### src/rtl/cfu_issue_pkg.sv
// Shared constants and types for the cfu_issue sequencing stage.
package cfu_issue_pkg;

    localparam logic [6:0]  CUSTOM0        = 7'b0001011;
    localparam int unsigned XLEN_DEF       = 32;
    localparam int unsigned CTRL_WIDTH_DEF = 10;

    typedef enum logic [1:0] {
        StIdle = 2'd0,
        StExec = 2'd1,
        StDone = 2'd2
    } state_e;

endpackage

### src/rtl/cfu_issue.sv
// Issue stage in front of the cfu core: accepts custom-0 ops, holds operands for LATENCY
// cycles, registers the result for writeback. Optional perf counters: CFU_ISSUE_PERF_EN.
module cfu_issue
    import cfu_issue_pkg::*;
#(
    parameter int unsigned XLEN       = XLEN_DEF,
    parameter int unsigned CTRL_WIDTH = CTRL_WIDTH_DEF,
    parameter int unsigned LATENCY    = 1
) (
    input  logic                  clk_i,
    input  logic                  rst_i,
    input  logic                  stall_i,
    input  logic                  flush_i,
    input  logic                  valid_i,
    input  logic [31:0]           instr_i,
    input  logic [XLEN-1:0]       src1_i,
    input  logic [XLEN-1:0]       src2_i,
    output logic                  busy_o,
    output logic                  cfu_valid_o,
    output logic [CTRL_WIDTH-1:0] cfu_ctrl_o,
    output logic [XLEN-1:0]       cfu_src1_o,
    output logic [XLEN-1:0]       cfu_src2_o,
    input  logic [XLEN-1:0]       cfu_rslt_i,
    output logic                  rslt_valid_o,
    output logic [XLEN-1:0]       rslt_o,
    output logic [4:0]            rd_o
`ifdef CFU_ISSUE_PERF_EN
    ,
    output logic [31:0]           perf_ops_o,
    output logic [31:0]           perf_busy_o
`endif
);

    localparam logic [3:0] CntInit = 4'(LATENCY - 1);

    state_e                state_q, state_d;
    logic [3:0]            cnt_q, cnt_d;
    logic [CTRL_WIDTH-1:0] ctrl_q;
    logic [XLEN-1:0]       src1_q, src2_q, rslt_q;
    logic [4:0]            rd_q;
    logic                  is_cfu, accept, capture;

    assign is_cfu  = valid_i & (instr_i[6:0] == CUSTOM0);
    assign accept  = is_cfu & ~flush_i & ~stall_i & (state_q == StIdle);
    assign capture = (state_q == StExec) & ~flush_i & (cnt_q == 4'd0);

    always_comb begin
        state_d = state_q;
        cnt_d   = cnt_q;
        unique case (state_q)
            StIdle: begin
                if (accept) begin
                    state_d = StExec;
                    cnt_d   = CntInit;
                end
            end
            StExec: begin
                if (flush_i) begin
                    state_d = StIdle;
                    cnt_d   = 4'd0;
                end else if (cnt_q == 4'd0) begin
                    state_d = StDone;
                end else begin
                    cnt_d = cnt_q - 4'd1;
                end
            end
            StDone: begin
                if (flush_i || !stall_i) begin
                    state_d = StIdle;
                end
            end
            default: state_d = StIdle;
        endcase
    end

    always_ff @(posedge clk_i or negedge rst_i) begin
        if (!rst_i) begin
            state_q <= StIdle;
            cnt_q   <= 4'd0;
        end else begin
            state_q <= state_d;
            cnt_q   <= cnt_d;
        end
    end

    always_ff @(posedge clk_i or negedge rst_i) begin
        if (!rst_i) begin
            ctrl_q <= '0;
            src1_q <= '0;
            src2_q <= '0;
            rd_q   <= '0;
            rslt_q <= '0;
        end else begin
            if (accept) begin
                ctrl_q <= CTRL_WIDTH'({instr_i[31:25], instr_i[14:12]});
                src1_q <= src1_i;
                src2_q <= src2_i;
                rd_q   <= instr_i[11:7];
            end
            if (capture) begin
                rslt_q <= cfu_rslt_i;
            end
        end
    end

    // Reset gates the combinational accept term so every output reads 0 while in reset.
    assign busy_o       = (accept & rst_i) | (state_q == StExec);
    assign cfu_valid_o  = (state_q == StExec);
    assign rslt_valid_o = (state_q == StDone) & ~flush_i;
    assign cfu_ctrl_o   = ctrl_q;
    assign cfu_src1_o   = src1_q;
    assign cfu_src2_o   = src2_q;
    assign rslt_o       = rslt_q;
    assign rd_o         = rd_q;

`ifdef CFU_ISSUE_PERF_EN
    generate
        logic [31:0] perf_ops_q, perf_busy_q;

        always_ff @(posedge clk_i or negedge rst_i) begin
            if (!rst_i) begin
                perf_ops_q  <= 32'd0;
                perf_busy_q <= 32'd0;
            end else begin
                if (capture) perf_ops_q  <= perf_ops_q + 32'd1;
                if (busy_o)  perf_busy_q <= perf_busy_q + 32'd1;
            end
        end

        assign perf_ops_o  = perf_ops_q;
        assign perf_busy_o = perf_busy_q;
    endgenerate
`endif

endmodule

### config.mk
export PLATFORM = sky130hd
export DESIGN_NAME = cfu_issue
export DESIGN_NICKNAME = d
export VERILOG_FILES = /design/src/rtl/cfu_issue_pkg.sv /design/src/rtl/cfu_issue.sv
export SDC_FILE = /design/constraint.sdc
export NUM_CORES = 1
export LEC_CHECK = 0
export CAP_MARGIN = 10
export CORE_MARGIN = 2
export CORE_UTILIZATION = 39
export DETAILED_ROUTE_END_ITERATION = 12
export PLACE_DENSITY = 0.81
export SYNTH_ARGS = -nofsm -noshare
export SYNTH_HDL_FRONTEND = slang
export SYNTH_SLANG_ARGS = --single-unit
### constraint.sdc
create_clock -name clk_i -period 2.7 [get_ports clk_i]
set_clock_uncertainty 0.2 [all_clocks]
set_input_delay 0.81 -clock clk_i [delete_from_list [all_inputs] [get_ports clk_i]]
set_output_delay 0.81 -clock clk_i [all_outputs]
set_load 0.05 [all_outputs]
==> impl_results.md <==
- Status: complete, but fails checks
- DRC: 0
- Initial antenna violation count: 0
- Total number of vias: 3196
- Worst Hold Class: register to register
- Comb power frac: 10.6%
- Die Ht: 111 um
- CP max FO: 2
- Synth top area share: 65.2%
- Data arrival time of the worst path: 1.69 ns
- Synth warnings: 0
- M2 GR Usage: 33.2%
- Starting density of the core: 39.7%
- CP peak stage delay: 0.29 ns
- Crit path kind: input pin to output pin
- Met1 GRT Util: 20.8%
- 1st-iter DRT viols: 97
- Util after Layout: 68.4%
- Post-DP HPWL: 8.29 mm
- # rows: 39
- H-tree levels: 4
- Sequential Power Share: 40.4%
- Final cycle utilization of the critical path: 100%
- CTS tree: done
- Synth Area in Simple Gates: 2.67%
- Final hold violations: 0
- Peak VDD IR: 0.000313 V
- Syn avg cell area: 16.6 um2
- CTS root buf: clkbuf_16
- Number of diodes: 0
- WL/cell: 16.3 um
- Total CTS buffers: 17
- Failing checks: negative setup slack
- Type of element capturing the critical path: output pin
- Pre-CTS setup slack: -0.277 ns
- XOR/XNOR share of the synthesized area: 0%
- Ranking of synthesized cells by area: dfrtp_1, mux2_1, mux2_2, buf_6, buf_2
- #FFs+latches synth: 117
- Drt pass-1 iters: 4
- Final GP Congestion: 0.774
- Critical path cell sequence: clkdlybuf4s15_2 > nor4b_4 > a41o_1 > buf_12
- Psw: 979 uW
- GRT Residual Overflow: 0
- Met3 usage: 7.33%
- Busiest grt layer: met2
- Compound-Gate Fraction of Synth Area: 1.37%
- Fin cells: 684
- Async SR Flop Fraction: 100%
- Finished Cell Area: 7740 um2
- Post-synthesis mux area share: 28.4%
- Fmax: 370 MHz
- Largest net degree at the start of global routing: 118
- PortBufs: 236
- Worst Tran Pin Value: 0.624 ns
- Worst-path clk slew: 0.05 ns
- Most frequent cells in the layout: clkdlybuf4s50_1, dfrtp_1, mux2_1, mux2_2, clkbuf_16
- Mapped Cells: 270
- Main combinational cell family by area after synthesis: multiplexers
- First-pass GRT wire length: 18.2 mm
- Vias per inst: 4.67
- Most common cell after layout, fill and taps aside: clkdlybuf4s50_1
- Min Tclk post-route: 2.70 ns
- Dominant synthesized flop cell: dfrtp_1
- Clock buffer depth: 2
- Max-slew headroom: 58.4%
- Die Wd: 111 um
- Register area share after synthesis: 65.2%
- Core area: 11300 um2
- Cell accounting for the most synthesized area: dfrtp_1
- Syn nets: 404
- DP Area: 7120 um2
- Adder-Cell Fraction of Synth Area: 0.279%
- Setup WS post-layout: -0.00384 ns
- Nets: 662
- I/O pin count: 247
- Critical-path top delay cell: nor4b_4
- P_int: 3510 uW
- Synth cell types: 26
- Placed Instances: 649
- Maxcap violations: 0
- Total wire length: 11.2 mm
- Clock share of power: 49.0%
- Aggregate negative setup slack: -0.00384 ns
- Syn-to-layout area delta: 72.4%
- Sw frac: 21.8%
- Max-slew violations: 0
- EDFF count, synth: 0
- Gr usage total: 18.7%
- Die Area: 12400 um2
- Antenna Nets Post-Route: 0
- Clock Latency Late Sink: 0.39 ns
- Synthesized cell area: 4490 um2
- Worst endpoint required time: 1.69 ns
- Endpoints failing setup: 1
- CP startpoint kind: input pin
- Share of layout cells above drive strength 1: 16.5%
- Pwr dens: 580 nW/um2
- Sink Count: 117
- Via count of the first global-routing pass: 3487
- Leakage: 0.00373 uW
[power groups by stage]
stage	sequential [uW]	combinational (uW)	clock (uW)
2_1_floorplan	1980	31.9	0
3_3_place_gp	1840	471	0
3_5_place_dp	1840	479	0
4_1_cts	1810	478	2260
5_1_grt	1820	500	2340
6_report	1810	474	2200
[critical path, delay by kind of cell]
kind	cells	cell delay [ns]
AO/OA/AOI/OAI	1	0.25
buffers and inverters	2	0.35
AND/OR/NAND/NOR	1	0.29
[per-layer routing]
metal  part of all wire [%]  wire length (um)
met5                      0                 0
met4                    1.2               133
met3                    6.9               775
met2                     53              5920
met1                     39              4350
[sequential cells by signal, indices dropped and copies added, names as in the netlist]
signal / cells
cfu_src1_o: 32
cfu_src2_o: 32
rd_o: 5
state_q: 2
cfu_ctrl_o: 10
cnt_q: 4
rslt_o: 32
[layout make-up]
cell class	count	area, um2
fill	821	3580
multi-input combinational	139	1510
clock inverter	9	128
tap	143	179
inverter	2	7.51
timing repair buffer	251	2530
sequential	117	2930
clock buffer	23	458
[synth_stat cells, types with 3 or more instances]
library cell    n
buf_2           7
buf_6           4
dfrtp_1       117
mux2_1         77
mux2_2         32
nor3_1          3
[through the flow]
stage | hold slack, ns | power [uW]
after floorplan | 0.306 | 2010
after global placement | 0.273 | 2310
after detailed placement | 0.281 | 2320
after CTS | 0.291 | 4550
after global routing | 0.302 | 4660
final | 0.285 | 4490
[logic make-up (layout without fill, tap and decap cells)]
logic type,after synthesis,after routing
AO/OA/AOI/OAI,8,8
flip-flops,117,117
multiplexers,113,113
buffers and inverters,14,285
AND/OR/NAND/NOR,17,17
adder cells (fa/ha/maj),1,1
[what timing repair did]
| action | in CTS | in global routing |
|---|---|---|
| setup buffers | 1 | 2 |
| resized for setup | 16 | 8 |
| endpoints found under the setup margin | 2 | 1 |
| pin swaps | 4 | 4 |
| hold buffers | 0 | 0 |
[path summary, 6_finish.rpt]
check	start	endpoint	slack [ns]	cells after the start
worst max-delay path	instr_i[6]	busy_o	-0.004	4
worst min-delay path	cfu_src2_o[7]	cfu_src2_o[7]	0.28	1
worst max register to register	cnt_q[0]	rslt_o[30]	0.54	6
worst min register to register	cfu_src2_o[7]	cfu_src2_o[7]	0.28	1
max in group asynchronous	rst_i	cnt_q[1]	1.50	2
min in group asynchronous	rst_i	cnt_q[2]	0.32	2
No activity file was read; power rests on OpenSTA's default activity.
